$ cat src/rtl/gc_updt_tx.sv
// Publishes a 64-bit GC value to a host address as a single 3-beat
// 64-bit-address MWr TLP on a shared TRN TX port.
module gc_updt_tx (
  input  logic        clk,
  input  logic        rst,
  input  logic [63:0] gc_addr,
  input  logic        gc_updt,
  output logic        gc_updt_ack,
  input  logic [63:0] gc_host_addr,
  input  logic        gc_host_addr_vld,
  input  logic [15:0] cfg_completer_id,
  output logic        tx_req,
  input  logic        tx_gnt,
  output logic        tx_busy,
  output logic [63:0] trn_td,
  output logic [7:0]  trn_trem_n,
  output logic        trn_tsof_n,
  output logic        trn_teof_n,
  output logic        trn_tsrc_rdy_n,
  input  logic        trn_tdst_rdy_n,
  input  logic [3:0]  trn_tbuf_av,
  output logic [31:0] drop_cnt
);

  localparam logic [2:0] IDLE  = 3'd0;
  localparam logic [2:0] ARB   = 3'd1;
  localparam logic [2:0] BEAT0 = 3'd2;
  localparam logic [2:0] BEAT1 = 3'd3;
  localparam logic [2:0] BEAT2 = 3'd4;

  logic [2:0]  state_reg;
  logic [63:0] gc_reg;
  logic [63:0] host_reg;
  logic        accept;
  logic        launch;
  logic        unused_tbuf;

  // Host is little-endian: each DW goes out byte-reversed.
  function automatic logic [31:0] bswap32(input logic [31:0] d);
    return {d[7:0], d[15:8], d[23:16], d[31:24]};
  endfunction

  // The ack cycle itself is not an acceptance window, so a request still
  // held high during its own ack is not taken twice.
  assign accept = (state_reg == IDLE) && gc_updt && !gc_updt_ack;
  assign launch = (state_reg == ARB) && tx_gnt && trn_tbuf_av[1] && !trn_tdst_rdy_n;
  assign unused_tbuf = ^{trn_tbuf_av[3:2], trn_tbuf_av[0]};

  always_ff @(posedge clk or posedge rst) begin
    if (rst) begin
      state_reg      <= IDLE;
      gc_reg         <= 64'd0;
      host_reg       <= 64'd0;
      gc_updt_ack    <= 1'b0;
      tx_req         <= 1'b0;
      tx_busy        <= 1'b0;
      trn_td         <= 64'd0;
      trn_trem_n     <= 8'hFF;
      trn_tsof_n     <= 1'b1;
      trn_teof_n     <= 1'b1;
      trn_tsrc_rdy_n <= 1'b1;
      drop_cnt       <= 32'd0;
    end else begin
      gc_updt_ack <= accept;
      case (state_reg)
        IDLE: begin
          if (accept) begin
            gc_reg <= gc_addr;
            if (gc_host_addr_vld) begin
              host_reg  <= gc_host_addr;
              tx_req    <= 1'b1;
              state_reg <= ARB;
            end else begin
              drop_cnt <= drop_cnt + 32'd1;
            end
          end
        end
        ARB: begin
          if (launch) begin
            state_reg      <= BEAT0;
            tx_busy        <= 1'b1;
            trn_td         <= {32'h6000_0002, cfg_completer_id, 8'h00, 8'hFF};
            trn_tsof_n     <= 1'b0;
            trn_tsrc_rdy_n <= 1'b0;
            trn_trem_n     <= 8'h00;
          end
        end
        BEAT0: begin
          if (!trn_tdst_rdy_n) begin
            state_reg  <= BEAT1;
            trn_td     <= {host_reg[63:32], host_reg[31:2], 2'b00};
            trn_tsof_n <= 1'b1;
          end
        end
        BEAT1: begin
          if (!trn_tdst_rdy_n) begin
            state_reg  <= BEAT2;
            trn_td     <= {bswap32(gc_reg[31:0]), bswap32(gc_reg[63:32])};
            trn_teof_n <= 1'b0;
          end
        end
        BEAT2: begin
          if (!trn_tdst_rdy_n) begin
            state_reg      <= IDLE;
            tx_req         <= 1'b0;
            tx_busy        <= 1'b0;
            trn_td         <= 64'd0;
            trn_teof_n     <= 1'b1;
            trn_tsrc_rdy_n <= 1'b1;
            trn_trem_n     <= 8'hFF;
          end
        end
        default: state_reg <= IDLE;
      endcase
    end
  end

endmodule

$ cat config.mk
export PLATFORM = sky130hd
export DESIGN_NAME = gc_updt_tx
export DESIGN_NICKNAME = d
export VERILOG_FILES = /design/src/rtl/gc_updt_tx.sv
export SDC_FILE = /design/constraint.sdc
export NUM_CORES = 1
export LEC_CHECK = 0
export ABC_CLOCK_PERIOD_IN_PS = 13930
export CAP_MARGIN = 10
export CORE_ASPECT_RATIO = 0.7
export CORE_MARGIN = 5
export CORE_UTILIZATION = 53
export CTS_BUF_LIST = sky130_fd_sc_hd__clkbuf_16
export DETAILED_ROUTE_END_ITERATION = 8
export MAX_ROUTING_LAYER = met4
export PLACE_DENSITY = 0.93
export SLEW_MARGIN = 20
export SYNTH_ARGS = -nofsm -noshare
export SYNTH_HDL_FRONTEND = slang
export SYNTH_SLANG_ARGS = --single-unit
$ cat constraint.sdc
create_clock -name clk -period 13.93 [get_ports clk]
set_input_delay 1.393 -clock clk [delete_from_list [all_inputs] [get_ports clk]]
set_output_delay 1.393 -clock clk [all_outputs]
set_load 0.05 [all_outputs]
# ---- Word level (Yosys, flattened, before mapping)
# Cells that the tools add are included.
dict set report classes {
  n_addsub 1
  n_eq_ne 10
  n_mux 26
  bitwise 1
  reduce_logical 22
}
# operator count
set ops {}
lappend ops {{$mux 64} 4}
lappend ops {{$pmux 64 s4} 1}
lappend ops {{$add 32x1->32 const B} 1}
lappend ops {{$mux 3} 6}
lappend ops {{$mux 8} 2}
lappend ops {{$pmux 8 s2} 1}
lappend ops {{$pmux 3 s5} 1}
lappend ops {{$reduce_and 3->1} 5}
lappend ops {{$ne 2x2->1 const B} 6}
lappend ops {{$pmux 1 s2} 5}
lappend ops {{$reduce_bool 2->1} 4}
lappend ops {{$eq 3x2->1 const B} 2}
lappend ops {{$mux 1} 6}
lappend ops {{$reduce_and 6->1} 1}
lappend ops {{$logic_and 1x1->1} 5}
lappend ops {{$reduce_and 5->1} 1}
lappend ops {{$reduce_and 4->1} 1}
lappend ops {{$reduce_bool 4->1} 1}
lappend ops {{$eq 3x1->1 const B} 1}
lappend ops {{$eq 3x3->1 const B} 1}
lappend ops {{$logic_not 3->1} 1}
lappend ops {{$logic_not 1->1} 2}
lappend ops {{$reduce_and 2->1} 1}
lappend ops {{$not 1->1} 1}
dict set report totals {
  ff_bits 241
  inputBits 154
  output_inout_bits 110
  word_cells 72
}

# ---- Depth between registers and ports, before layout
# Gate-level depths: netlist (run 1).
dict set report depth {
  depth_word 6
  mapped_depth 7
  ltp_nobuf 5
}

# ---- Worst setup path before layout (run 1)
# No wires, ideal clock.
dict set report synth_path {
  path_kind {input to register}
  start {input gc_updt}
  end {register gc_reg[10]}
  setup_time_ps 125
  t_arrival_ps 2567
  required_ps 13805
  path_slack_ps 11238
  stages 5
  path_buffers 2
  cell_sequence {nor4b_4 and2_4 buf_6 buf_6 mux2_2}
}
dict set report synth_between {
  elab_chain_len 3
}
# element line_no
set synth_lines {}
lappend synth_lines {{start, declared} 7} ;# input logic gc_updt,
lappend synth_lines {{$logic_and 1x1->1 (2 in a row)} 45} ;# assign accept = (state_reg == IDLE) && gc_updt && !gc_updt_ack;
lappend synth_lines {{$reduce_and 2->1 (no source line)} --}
lappend synth_lines {{end signal, assigned} 68} ;# gc_reg <= gc_addr;
lappend synth_lines {{end, declared} 32} ;# logic [63:0] gc_reg;
# No other way between the ends.
# A chain may end at the register's enable or synchronous reset.

# ---- Final worst setup path (run 1)
dict set report layout_path {
  start {input gc_updt}
  end {register host_reg[37]}
}
dict set report layout_between {
  elab_chain_len 3
}
# element line_no
set layout_lines {}
lappend layout_lines {{$logic_and 1x1->1 (2 in a row)} 45}
lappend layout_lines {{$reduce_and 3->1 (no source line)} --}
lappend layout_lines {{end signal, assigned} 70} ;# host_reg <= gc_host_addr;
lappend layout_lines {{end, declared} 33} ;# logic [63:0] host_reg;
# No other way between the ends.

==> results of run 1 <==
==> cell usage in the layout, fill, tap and decap left out, types with 4 or more instances in the layout <==
master | synthesis | routed
nor2_1 | 18 | 18
mux2_2 | 69 | 69
xor2_1 | 19 | 19
o221ai_1 | 16 | 16
a21oi_1 | 6 | 6
nand3_1 | 4 | 4
clkbuf_16 | 0 | 22
o21ai_0 | 39 | 39
nand2_1 | 75 | 75
o2bb2ai_1 | 8 | 8
xnor2_1 | 12 | 12
inv_1 | 11 | 16
nand4_1 | 7 | 7
mux2_4 | 59 | 59
clkinv_1 | 0 | 7
dfrtp_1 | 228 | 227
nor3_1 | 12 | 12
clkdlybuf4s50_1 | 0 | 257
mux2i_1 | 37 | 37
o21a_1 | 16 | 16
or3_1 | 17 | 17
o31ai_1 | 37 | 37
buf_4 | 8 | 8
nor4_1 | 6 | 6
==> power breakdown <==
group          switching [mW]  internal (mW)
Sequential              0.204          0.969
Clock                   0.248          0.304
Combinational           0.804          0.621
Total                    1.26           1.89
==> final timing paths <==
kind,start,endpoint,slack (ps),depth (start not counted)
worst min-delay path,trn_td[14],trn_td[14],480,2
worst max-delay path,gc_updt,host_reg[37],9750,6
worst max register to register,state_reg[0],host_reg[37],10350,5
min in group asynchronous,rst,trn_td[57],1380,2
max in group asynchronous,rst,state_reg[0],10320,4
worst min register to register,trn_td[14],trn_td[14],480,2
==> critical path, cell delays in order <==
cell             delay, ps
clkdlybuf4s50_1        490
nor4b_4                410
and2_4                 910
nand2_4                310
buf_4                  470
mux2_4                 450
==> area by class of cell <==
class	instances	area, um2
Tap cell	264	330
Sequential cell	231	5790
Clock buffer	22	551
Antenna cell	1	2.50
Clock inverter	16	100
Fill cell	1292	5460
Timing Repair Buffer	266	2640
Inverter	11	48.8
Multi-Input combinational cell	493	4100
==> logic make-up (layout without fill, tap and decap cells) <==
logic type | Yosys count | count (layout)
AOI/OAI and AO/OA | 130 | 130
xor gates and xnor gates | 31 | 31
adders and majority gates | 1 | 1
buffers and inverters | 76 | 315
DFF | 231 | 231
muxes | 165 | 165
other | 0 | 1
and+or+nand+nor | 166 | 166
==> metal layers <==
layer,up-vias,GRT usage [%]
li1,3306,-
met1,3760,33.1
met2,331,39.7
met3,56,7.23
met4,0,5.91
met5,-,-
==> metrics by stage <==
stage	util [%]	std cells	total power, mW	area, um2	hold slack, ps
global route	71.3	1304	3.31	13600	499
floorplan	-	800	2.17	10300	474
global placement	67.9	1265	2.54	12900	457
CTS	71.3	1303	3.17	13600	480
detailed placement	67.9	1265	2.60	12900	466
finish	71.3	1304	3.15	13600	476
==> summary.md, run 1 <==
| Metric | Value |
|---|---|
| Data required time of the critical path | `between 10000 and 15000 ps` |
| Sinks on the clock net | `roughly 230` |
| Number of storage elements in the synthesis netlist | `roughly 230` |
| Number of H-tree branching levels | `1` |
| XOR/XNOR share of the synthesized area | `under 10%` |
| DP Wirelength | `18300 um` |
| Adder-Cell Fraction of Synth Area | `less than 1%` |
| Combined area of all synthesized cells | `just over 10000 um2` |
| Cell type contributing the most total cell area after synthesis | `dfrtp_1` |
| WL final | `between 20000 and 30000 um` |
| P per Cell Area | `between 200 and 250 nW/um2` |
| Transition time of the tightest slew-check pin | `between 1000 and 1500 ps` |
| Most common cell in the netlist | `dfrtp_1` |
| Number of buffers on the longest clock path | `3` |
| Syn Inst Count | `800` |
| Number of buffers added for setup after CTS | `0` |
| Total number of nets in the final design | `1180` |
| Clock buffers created by TritonCTS | `22` |
| EDFF count, synth | `0` |
| Gpl congestion | `0.856` |
| Total Negative Setup Slacks | `0 ps` |
| Total setup violations reported at the end of the flow | `0` |
| Global-route wire length before repair | `~44000 um` |
| Pin count of the biggest net entering global routing | `104` |
| Kind of path behind the tightest hold check | `reg2reg` |
| Die area | `22400 um2` |
| Post-detailed-route wirelength per cell | `21.4 um` |
| Final worst setup slack | `between 9000 and 10000 ps` |
| Commonest register cell after synthesis | `dfrtp_1` |
| Layout Area Growth over Synthesis | `31.7%` |
| Horiz. Die Dim | `177 um` |
| Met3 routed wirelength | `2640 um` |
| Top cell type's share of synthesized area | `between 50 and 60%` |
| Area fraction in and, or, nand and nor cells after synthesis | `under 10%` |
| Fin crit share | `around 30%` |
| Post-synth ARST share | `between 90% and 100%` |
| Worst rel slew slack | `~28%` |
| Initial standard-cell utilization of the core | `between 50% and 60%` |
| Distinct cell type count after synthesis | `52` |
| Number of placed I/O pins | `264` |
| Die Span Y | `127 um` |
| Type of the worst setup path | `in2reg` |
| Total gr overflow | `0` |
| Area of the core | `roughly 19000 um2` |
| Crit path time final | `approximately 4200 ps` |
| Met2 wire length | `approximately 13000 um` |
| Number of rows in the core area | `42` |
| Clock root buffer master | `clkbuf_16` |
| Largest family of logic cells by synthesized area | `multiplexers` |
| Number of remaining DRC errors | `0` |
| Number of DRC markers after the initial detailed-route iteration | `between 500 and 600` |
| Antenna violations before repair | `1` |
| Top cells by instance count after synthesis | `dfrtp_1, nand2_1, mux2_2` |
| Maximum Capacitance Violations | `0` |
| Outcome | `completed` |
| Share of synthesized area spent on multiplexers | `between 10% and 20%` |
| RSZ-0062 raised after global routing | `no` |
| Hold buffer count at cts | `0` |
| Via density | `5.72` |
| Worst slack at placement | `~9000 ps` |
| Worst setup skew after layout | `~14 ps` |
| Capturing element type of the critical path | `flip-flop` |
| Total number of vias | `~7500` |
| Number of warnings printed during yosys synthesis | `0` |
| Mean area per synthesized cell | `about 13 um2` |
| Sequential area share after synthesis | `a little under three fifths` |
| Top cells by area, synth | `dfrtp_1, mux2_4, mux2_2` |
| Count of endpoints failing hold in the final timing report | `0` |
| Highest net fanout along the worst path | `between 60 and 70` |
| Number of I/O port buffers | `258` |
| M1 WL | `roughly 12000 um` |
| Max Clk Rate | `between 200 and 250 MHz` |
| First-pass DRT Iterations | `4` |
| Number of resized instances in the post-cts repair step | `0` |
| Register clock-pin slew on the reported worst setup and hold paths | `60 ps` |
| Leakage power summed over all cells | `slightly below 6 nW` |
| Number of nets with antenna violations after routing | `0` |
| Vias in the first global route | `roughly 7800` |
| Startpoint Class | `primary input` |
| Maximum resistive drop on vdd | `between 0.15 and 0.2 mV` |
| Worst-Skew Late Latency | `about 510 ps` |
| Combined global-route utilization of all metal layers | `25.3%` |
| Post-synthesis compound-gate area fraction | `between 8 and 9%` |
| WP data arrival | `around 4600 ps` |
| Pins Over Slew Limit | `0` |
| Layout cell share with drive strength beyond 1 | `around 17%` |
| Nets in the synthesized netlist | `about 960` |
| Highest layer used for signal routing | `met4` |
| CTS tree | `done` |
(Power assumes the default switching activity.)
==> run 2, diff against run 1 <==
Settings changed: ABC_CLOCK_PERIOD_IN_PS 13930 to 3700, CORE_UTILIZATION 53 to 45, PLACE_DENSITY 0.93 to 0.84.
Clock period 13.93 ns to 3.7 ns, I/O delays scaled along.
==> run 2 against run 1 <==
Effect of this change:
- total power increased to 3.9 times the previous value
- die area grew 17%
- routed wire length shrank 1.7%
- non-clock buffer count up 4
- combinational power rose to 3.8 times the previous value
- register-to-register slack got worse by 9300 ps
==> summary.md, run 2 (synthesized netlist as in run 1, its figures left out) <==
| Metric | Value |
|---|---|
| Outcome | `completed` |
| Count of non-filler cells in the finished layout | `1363 (+4.5%)` |
| Placed Cells | `1317 (+4.1%)` |
| Number of buffers added for setup after CTS | `0 (unchanged)` |
| Horiz. Die Dim | `191 um (+8.0%)` |
| Number of H-tree branching levels | `1 (unchanged)` |
| Stage delay of the slowest cell on the critical path | `760 ps (-150 ps)` |
| Chain of cells forming the critical path | `nor4b_4, and2_4, buf_4, mux2_2` |
| Startpoint Class | `flip-flop` |
| Antenna violations before repair | `2 (+1)` |
| Maximum resistive drop on vdd | `0.463 mV (+150%)` |
| Kind of path behind the tightest hold check | `in2async` |
| Final Util | `61.5% (-9.7 points)` |
| Area of the core | `22600 um2 (+19%)` |
| Number of placed I/O pins | `264 (unchanged)` |
| Worst setup skew after layout | `8.14 ps (-6.07 ps)` |
| Pins Over Slew Limit | `0 (unchanged)` |
| Global-route wire length before repair | `43300 um (-1.8%)` |
| Number of fill cells | `1713 (+33%)` |
| Fin crit share | `approximately 70%` |
| Number of remaining DRC errors | `0 (unchanged)` |
| Leakage power summed over all cells | `6.05 nW (+1.7%)` |
| Die Span Y | `137 um (+7.9%)` |
| Total number of nets in the final design | `1186 (+0.51%)` |
| Clock root buffer master | `clkbuf_16` |
| Max Clk Rate | `approximately 370 MHz` |
| Total gr overflow | `0 (unchanged)` |
| Data required time of the critical path | `4090 ps (-10220 ps)` |
| Number of resized instances in the post-cts repair step | `0 (unchanged)` |
| Via density | `5.36 (-6.3%)` |
| Register clock-pin slew on the reported worst setup and hold paths | `60 ps (about the same)` |
| Layout cell share with drive strength beyond 1 | `18.8% (+1.4 points)` |
| Gpl congestion | `0.849 (-0.89%)` |
| Maximum Capacitance Violations | `0 (unchanged)` |
| RSZ-0062 raised after global routing | `no` |
| Number of rows in the core area | `46 (+9.5%)` |
| Count of endpoints failing hold in the final timing report | `0 (unchanged)` |
| Combined global-route utilization of all metal layers | `21.4% (-3.9 points)` |
| Pin count of the biggest net entering global routing | `85 (-18%)` |
| Hold WS | `390 ps (-86.3 ps)` |
| Total setup violations reported at the end of the flow | `0 (unchanged)` |
| Final design instance area without fill | `13900 um2 (+2.4%)` |
| Commonest cells after routing, fill and taps aside | `clkdlybuf4s50_1, dfrtp_1, nand2_1` |
| Layout Area Growth over Synthesis | `34.8%` |
| Post-detailed-route wirelength per cell | `20.1 um (-5.9%)` |
| CTS tree | `done` |
| Placed Area | `13100 um2 (+1.2%)` |
| Worst rel slew slack | `27.3% (-0.51 points)` |
| Library cell contributing the largest single delay on the critical path | `buf_4` |
| Leading cell type in the layout, fill and taps excluded | `clkdlybuf4s50_1` |
| Initial standard-cell utilization of the core | `45.6% (-8.5 points)` |
| Total number of vias | `7302 (-2.0%)` |
| Number of buffers on the longest clock path | `3 (unchanged)` |
| Hold buffer count at cts | `0 (unchanged)` |
| Transition time of the tightest slew-check pin | `1090 ps (+6.40 ps)` |
| P per Cell Area | `888 nW/um2 (+280%)` |
| Multi-input gate area in the final layout | `4100 um2 (unchanged)` |
| Capturing element type of the critical path | `flip-flop` |
| Sinks on the clock net | `231 (unchanged)` |
| Number of I/O port buffers | `258 (unchanged)` |
| Total Negative Setup Slacks | `0 ps (unchanged)` |
| Number of DRC markers after the initial detailed-route iteration | `335 (-39%)` |
| Number of nets with antenna violations after routing | `0 (unchanged)` |
| Highest net fanout along the worst path | `65 (-1.5%)` |
| Type of the worst setup path | `reg2reg` |
| Combined flip-flop and latch cell area | `5790 um2 (unchanged)` |
| WL final | `27500 um (-1.7%)` |
| Clock buffers created by TritonCTS | `24 (+9.1%)` |
| Die area | `26100 um2 (+17%)` |
| Crit path time final | `2670 ps` |
| WP data arrival | `3060 ps (-1490 ps)` |
| Worst-Skew Late Latency | `510 ps (about the same)` |
| Vias in the first global route | `7725 (-1.2%)` |
| First-pass DRT Iterations | `4 (unchanged)` |
| DP Wirelength | `18000 um (-1.9%)` |
## run 2: area by class of cell
cell class / instances / share of cell area [%]
clock inverters: 19 / 1.42
inverters: 11 / 0.324
flip-flops and latches: 231 / 41.7
well taps: 312 / 2.81
repair buffers: 270 / 19.7
diodes: 2 / 0.0360
multi-input cells: 493 / 29.6
clock buffers: 25 / 4.51
## run 2: worst paths after layout
check                                       from      endpoint  slack [ps]  depth (start not counted)
worst min register to register      drop_cnt[31]  drop_cnt[31]         470                          1
worst min-delay path                         rst    trn_td[10]         390                          2
worst max register to register      state_reg[0]    gc_reg[22]        1030                          4
worst max-delay path                state_reg[0]    gc_reg[22]        1030                          4
max in group asynchronous                    rst    gc_reg[59]        2480                          3
min in group clk                gc_host_addr[60]  host_reg[60]         470                          2
## run 2: critical path, delay by kind of cell (launching register included)
family	cells	cell delay, ps
flops	1	580
buf+inv	1	760
mux	1	430
simple gates	2	740
## run 2: per-stage QoR
stage	worst slack, ps	total power, mW
6_report	1030	12.3
2_1_floorplan	311	8.17
4_1_cts	1020	12.4
3_3_place_gp	845	9.64
3_5_place_dp	792	9.86
5_1_grt	938	13.0
## run 2: per-layer routing
metal / track usage (%) / wire, um / up-vias
met3: 6.50 / 2590 / 42
met1: 29.0 / 11900 / 3685
met2: 32.0 / 12500 / 256
met4: 5.30 / 559 / 0
met5: - / 0 / -
li1: - / - / 3319
## run 2: report_power, final
part	internal (mW)	switching, mW	total, mW
registers	3.65	0.713	4.36
clock network	1.51	1.00	2.51
logic	2.37	3.08	5.45
total	7.53	4.80	12.3
